<file path="src/rtl/chunked_sum_pkg.sv">
// Shared types and helpers for the chunked multi-cycle adder.
package chunked_sum_pkg;

    typedef enum logic [1:0] {
        IDLE  = 2'd0,
        ACCUM = 2'd1,
        DONE  = 2'd2
    } state_t;

    // Number of CHUNK-wide slices needed to cover all addends.
    function automatic int nchunk_f(input int naddends, input int chunk);
        return (naddends + chunk - 1) / chunk;
    endfunction

endpackage

</file>
<file path="src/rtl/logs_sum.sv">
// Combinational log-depth adder tree, wrapping modulo 2^NBITS.
module logs_sum #(
    parameter int NADDENDS = 4,
    parameter int NBITS    = 3
) (
    input  logic [NADDENDS-1:0][NBITS-1:0] addends,
    output logic [NBITS-1:0]               sum
);

    localparam int P = 2 ** $clog2(NADDENDS);

    // Heap layout: leaves at [P..2P-1], node k sums children 2k and 2k+1.
    logic [NBITS-1:0] node [2*P];

    always_comb begin
        for (int i = 0; i < 2 * P; i++) node[i] = '0;
        for (int i = 0; i < NADDENDS; i++) node[P + i] = addends[i];
        for (int k = P - 1; k >= 1; k--) node[k] = node[2 * k] + node[2 * k + 1];
    end

    assign sum = node[1];

endmodule

</file>
<file path="src/rtl/chunked_sum.sv">
// Sums NADDENDS operands over NCHUNK cycles through one shared CHUNK-wide tree.
module chunked_sum
    import chunked_sum_pkg::*;
#(
    parameter int NBITS    = 3,
    parameter int NADDENDS = 24,
    parameter int CHUNK    = 6
) (
    input  logic                           clk,
    input  logic                           rst_n,
    input  logic                           in_valid,
    output logic                           in_ready,
    input  logic [NADDENDS-1:0][NBITS-1:0] addends,
    output logic                           out_valid,
    input  logic                           out_ready,
    output logic [NBITS-1:0]               sum
);

    localparam int NCHUNK = nchunk_f(NADDENDS, CHUNK);
    localparam int IDXW   = (NCHUNK > 1) ? $clog2(NCHUNK) : 1;
    localparam int CW     = CHUNK * NBITS;
    localparam int FLATW  = NCHUNK * CW;

    state_t           state;
    logic [IDXW-1:0]  idx;
    logic [FLATW-1:0] ops;
    logic [NBITS-1:0] acc;
    logic [NBITS-1:0] tree_sum;
    logic [CW-1:0]    chunk_bits;
    logic             last;

    // Operand register is zero-extended, so the tail chunk is implicitly padded.
    assign chunk_bits = ops[idx * CW +: CW];
    assign last       = (idx == IDXW'(NCHUNK - 1));

    logs_sum #(
        .NADDENDS(CHUNK),
        .NBITS   (NBITS)
    ) u_tree (
        .addends(chunk_bits),
        .sum    (tree_sum)
    );

    always_ff @(posedge clk or negedge rst_n) begin
        if (!rst_n) begin
            state <= IDLE;
            idx   <= '0;
            ops   <= '0;
            acc   <= '0;
        end else begin
            case (state)
                IDLE: begin
                    if (in_valid) begin
                        ops   <= FLATW'(addends);
                        acc   <= '0;
                        idx   <= '0;
                        state <= ACCUM;
                    end
                end
                ACCUM: begin
                    acc <= acc + tree_sum;
                    idx <= idx + 1'b1;
                    if (last) state <= DONE;
                end
                DONE: begin
                    if (out_ready) state <= IDLE;
                end
                default: state <= IDLE;
            endcase
        end
    end

    assign in_ready  = (state == IDLE);
    assign out_valid = (state == DONE);
    assign sum       = acc;

endmodule

</file>
<file path="config.mk">
export PLATFORM = sky130hd
export DESIGN_NAME = chunked_sum
export DESIGN_NICKNAME = d
export VERILOG_FILES = /design/src/rtl/chunked_sum_pkg.sv /design/src/rtl/logs_sum.sv /design/src/rtl/chunked_sum.sv
export SDC_FILE = /design/constraint.sdc
export NUM_CORES = 1
export LEC_CHECK = 0
export CAP_MARGIN = 5
export CORE_ASPECT_RATIO = 0.7
export CORE_UTILIZATION = 30
export CTS_CLUSTER_SIZE = 16
export DETAILED_ROUTE_END_ITERATION = 8
export SLEW_MARGIN = 10
export SYNTH_ARGS = -nofsm -noshare
export SYNTH_HDL_FRONTEND = slang
export SYNTH_SLANG_ARGS = --single-unit
</file>
<file path="constraint.sdc">
create_clock -name clk -period 13.9 [get_ports clk]
set_input_delay 4.17 -clock clk [delete_from_list [all_inputs] [get_ports clk]]
set_output_delay 4.17 -clock clk [all_outputs]
set_load 0.01 [all_outputs]
</file>
Word level (Yosys, flattened, before mapping)
Cells that the tools add are included.
- bits in registers: 79
- bits of input ports: 76
- output and inout bits: 5
- logic and storage cells: 32
- $add $sub $neg: 7
- $mul: 1
- equality and inequality tests: 6
- shift operators: 1
- muxes and demuxes: 8
- reductions and logical operators: 5
- operators with widths (kind ; count):
    72-bit by 8-bit indexed part select with 18-bit output ; 1
    3-bit adder ; 6
    2-bit two-way mux ; 4
    2-bit by 4-bit multiplier with 6-bit output, second input constant ; 1
    2-bit case mux with 3 select lines ; 1
    3-bit case mux with 2 select lines ; 1
    2-bit == test, second input constant ; 2
    2-bit != test, second input constant ; 2
    2-bit case mux with 2 select lines ; 1
    2-bit AND reduction ; 2
    3-bit two-way mux ; 1
    3-bit AND reduction ; 1
    2-bit by 1-bit adder with 2-bit output, second input constant ; 1
    2-bit by 1-bit == test with 1-bit output, second input constant ; 1
    2-bit zero test ; 1
    2-bit by 1-bit != test with 1-bit output, second input constant ; 1
    2-bit nonzero test ; 1

Longest topological paths before layout
- depth after elaboration: 7
- depth in mapped cells: 15
- mapped depth without buffers: 13

Hierarchy
A second synthesis with hierarchy kept.
- cell total of the unflattened synthesis: 227
- area, all modules: 4058.9 um^2
- modules (own cells, without submodules) (module ; times used ; cells each ; area each (um^2) ; sequential area each (um^2)):
    chunked_sum ; 1 ; 208 ; 3827.4 ; 1976.9
    logs_sum ; 1 ; 19 ; 231.5 ; 0.0

Worst setup path after synthesis
Ideal clock, no wire load.
- path kind: input-to-reg
- start point: in in_valid
- end point: reg ops[0]
- setup time: 0.125 ns
- data arrival time: 5.226 ns
- data required time: 13.775 ns
- setup slack: 8.549 ns
- stages on the path: 4
- path buffers: 2
- cells stage by stage: and2_1 > clkbuf_1 > clkbuf_1 > mux2_2
- longest elaborated chain between the ends: 1
- ends and longest elaborated chain (element ; line ; source):
    start: declaration ; chunked_sum.sv:11 ; input logic in_valid,
    2-bit AND reduction (no line) ; n/a ;
    end signal: assignment ; chunked_sum.sv:54 ; ops <= FLATW'(addends);
    end: declaration ; chunked_sum.sv:26 ; logic [FLATW-1:0] ops;
No other way between the ends.
A chain may end at the register's enable or synchronous reset.

Worst setup path after layout
- start point: in in_valid
- end point: reg ops[57]
The elaborated chain is that of the path after synthesis.

==> flow_metrics.py <==
metrics = {
    "detailed_routing": {
        "dr.pass1.iters": 4,
        "wl_mm": 7.25,
        "drc_errors": 0,
        "via_per_inst": 4.49,
        "wire_per_inst_um": 15.3,
        "drtIter0Drc": 63,
        "antenna_left": 0,
        "vias": 2133,
    },
    "global_routing": {
        "grt_util_met1": 0.181,
        "grt_usage": 0.128,
        "grt_busiest_layer": "met1",
        "grt_pass1_wl_mm": 12.0,
        "grt.met2_usage": 0.180,
        "antenna_found_initial": 0,
        "met3_usage": 0.0494,
        "overflow": 0,
        "grt_pass1_vias": 2261,
        "grt_max_degree": 80,
    },
    "timing": {
        "clock_skew_ns": 0.00625,
        "max_freq_ghz": 0.174,
        "drv_slew": 0,
        "slew_headroom": 0.330,
        "layout_min_cycle_time_ns": 5.73,
        "setup_violations": 0,
        "tightestPinTransition_ns": 1.01,
        "period_share": 0.412,
        "grt_setup_unrepaired": "false",
        "final_hold_viol_count": 0,
        "fin_setup_tns_ns": 0,
    },
    "power_and_ir_drop": {
        "p_sw_w": 0.000539,
        "p_comb_frac": 0.605,
        "powerDensity_nw_per_um2": 329,
        "p_leak_nw": 2.01,
        "power_frac_clock": 0.133,
        "power_frac_seq": 0.263,
        "p_sw_frac": 0.333,
        "ir_drop_mv": 0.204,
        "p_int_w": 0.00108,
    },
    "floorplanning": {
        "core_sq_um": 11900,
        "die-area_sq_um": 12800,
        "start_util": 0.312,
        "die_x_um": 135,
        "die_height_um": 94.9,
        "num_io_pins": 81,
        "rows": 33,
    },
    "yosys": {
        "ys_seq_area_frac": 0.534,
        "yosysTopAreaCell": "dfrtp_1",
        "netlist_area_sq_um": 3700,
        "syn_area_per_cell_sq_um": 16.0,
        "synth_most_common_cell": "dfrtp_1",
        "ys.warnings.count": 0,
        "synth_area_leaders": "dfrtp_1 (53%), mux2_2 (22%), mux4_2 (7.3%)",
        "ys_seq_elements": 79,
        "async_flop_share": 1.00,
        "synth_top_area_share": 0.534,
        "netlist_top_cells_count": "dfrtp_1 (79), mux2_2 (73), xnor2_1 (14)",
        "synth_cells": 232,
        "synth_edf_count": 0,
        "synth_cell_types": 19,
        "synth_nets": 319,
        "synth_ff_type": "dfrtp_1",
    },
    "cts": {
        "cts_buffers": 9,
        "htreeDepth": 3,
        "cts.sinks": 79,
        "cts_hold_buffers": 0,
        "cts_tree": "yes",
        "cts_post_setup_buffers_inserted": 0,
        "clock_path_buffers": 2,
        "cts_resized": 0,
        "path_clk_slew_ns": 0.06,
        "insertion_delay_ns": 0.33,
        "cts-root-buf": "clkbuf_16",
    },
    "placement": {
        "dpl.hpwl_mm": 5.11,
        "gp_congestion": 0.732,
        "placed_area_sq_um": 4660,
        "io_buffers": 80,
        "dp_cells": 459,
    },
    "min_path": {
        "hold_path_end": "state[0]",
        "hold_path_class": "register to register",
        "holdPathStages": 1,
        "hold_start": "state[1]",
    },
    "finish": {
        "fillers": 1102,
        "final_layout_size_suffix_gt1_frac": 0.330,
        "stdcell_count": 475,
        "areaGrowthSynthToFinish_pct": 33.3,
        "diodes": 0,
        "seq_area_sq_um": 1980,
        "multiInputGateArea_sq_um": 1630,
        "nNetsFinal": 400,
        "design_area_sq_um": 4930,
    },
    "worst_setup_path": {
        "reg2reg_from": "idx[0]",
        "crit_path_max_incr_delay_ns": 0.73,
        "crit_path_max_fanout": 72,
        "cp.required_ns": 14.11,
        "critPathCaptureType": "register",
        "worstPathArrival_ns": 5.95,
        "cp_slowest_cell": "and2_4",
        "worstRegToRegCells": 14,
        "worstReg2RegEnd": "sum[2]",
        "regToRegSetupSlack_ns": 9.16,
        "path_class": "input pin to register",
        "start_kind": "input pin",
        "crit_chain": "clkdlybuf4s50_1 > and2_4 > mux2_2",
    },
    "flow_run": {
        "drv_cap": 0,
    },
    "run_status": {
        "status": "finished, final reports clean",
    },
}
[power by group through the flow]
stage	Clock (W)	Combinational (W)	Sequential (W)
after floorplan	0	0.000821	0.000407
after global placement	0	0.000985	0.000426
after detailed placement	0	0.000995	0.000431
after CTS	0.000223	0.00100	0.000428
after global routing	0.000233	0.00110	0.000444
final	0.000215	0.000980	0.000426
[kinds of logic after synthesis]
family	after synthesis	synth area share
DFF	79	0.534
xor gates and xnor gates	20	0.0510
buffers and inverters	22	0.0254
AOI/OAI and AO/OA	6	0.0139
and+or+nand+nor	5	0.00710
muxes	89	0.319
adders and majority gates	11	0.0494
[how the worst max path moves through the flow]
stage / startpoint / endpoint / slack [ns] / depth (start not counted)
3_5_place_dp: in_valid / ops[2] / 7.83 / 3
5_1_grt: in_valid / ops[2] / 8.11 / 3
6_report: in_valid / ops[57] / 8.17 / 3
4_1_cts: in_valid / ops[2] / 8.19 / 3
3_3_place_gp: in_valid / ops[10] / 7.87 / 3
2_1_floorplan: in_valid / ops[0] / 8.55 / 4
[per-layer routing]
layer  part of all wire  routed length, um  vias up
met5                  0                  0        -
met4              0.012                 87        0
met3              0.070                505        9
met2               0.42               3070       65
met1               0.49               3580     1066
li1                   -                  -      993
[sequential cells by signal, summed over array words and instances (netlist names)]
signal and count:
idx 2, state 2, ops 72, sum 3
[worst max-delay path: cells and delay by family]
kind	cells	cell delay, ns
simple gates	1	0.73
buf+inv	1	0.50
mux	1	0.42
[cell usage in the layout, fill, tap and decap left out, drive strengths merged, types with 6 or more instances in the layout]
| master | Yosys | layout |
|---|---|---|
| mux2 | 73 | 73 |
| clkbuf | 8 | 10 |
| fa | 6 | 6 |
| clkdlybuf4s50 | 0 | 79 |
| xnor2 | 14 | 14 |
| dfrtp | 79 | 79 |
| inv | 10 | 10 |
| mux4 | 15 | 15 |
[per-stage QoR]
stage | power (W) | hold slack (ns) | setup WS [ns] | utilization
4_1_cts | 0.00165 | 0.494 | 8.19 | 0.416
3_5_place_dp | 0.00143 | 0.488 | 7.83 | 0.393
5_1_grt | 0.00177 | 0.512 | 8.11 | 0.416
6_report | 0.00162 | 0.495 | 8.17 | 0.416
2_1_floorplan | 0.00123 | 0.456 | 8.55 | -
3_3_place_gp | 0.00141 | 0.474 | 7.87 | 0.393
[cell type report]
| type | count | area share |
|---|---|---|
| Inverter | 10 | 0.00761 |
| Clock buffer | 10 | 0.0485 |
| Tap cell | 157 | 0.0398 |
| Sequential cell | 79 | 0.401 |
| Clock inverter | 6 | 0.00736 |
| Multi-Input combinational cell | 131 | 0.331 |
| Timing Repair Buffer | 82 | 0.165 |
Note: power is estimated with default switching activity, not from simulation.
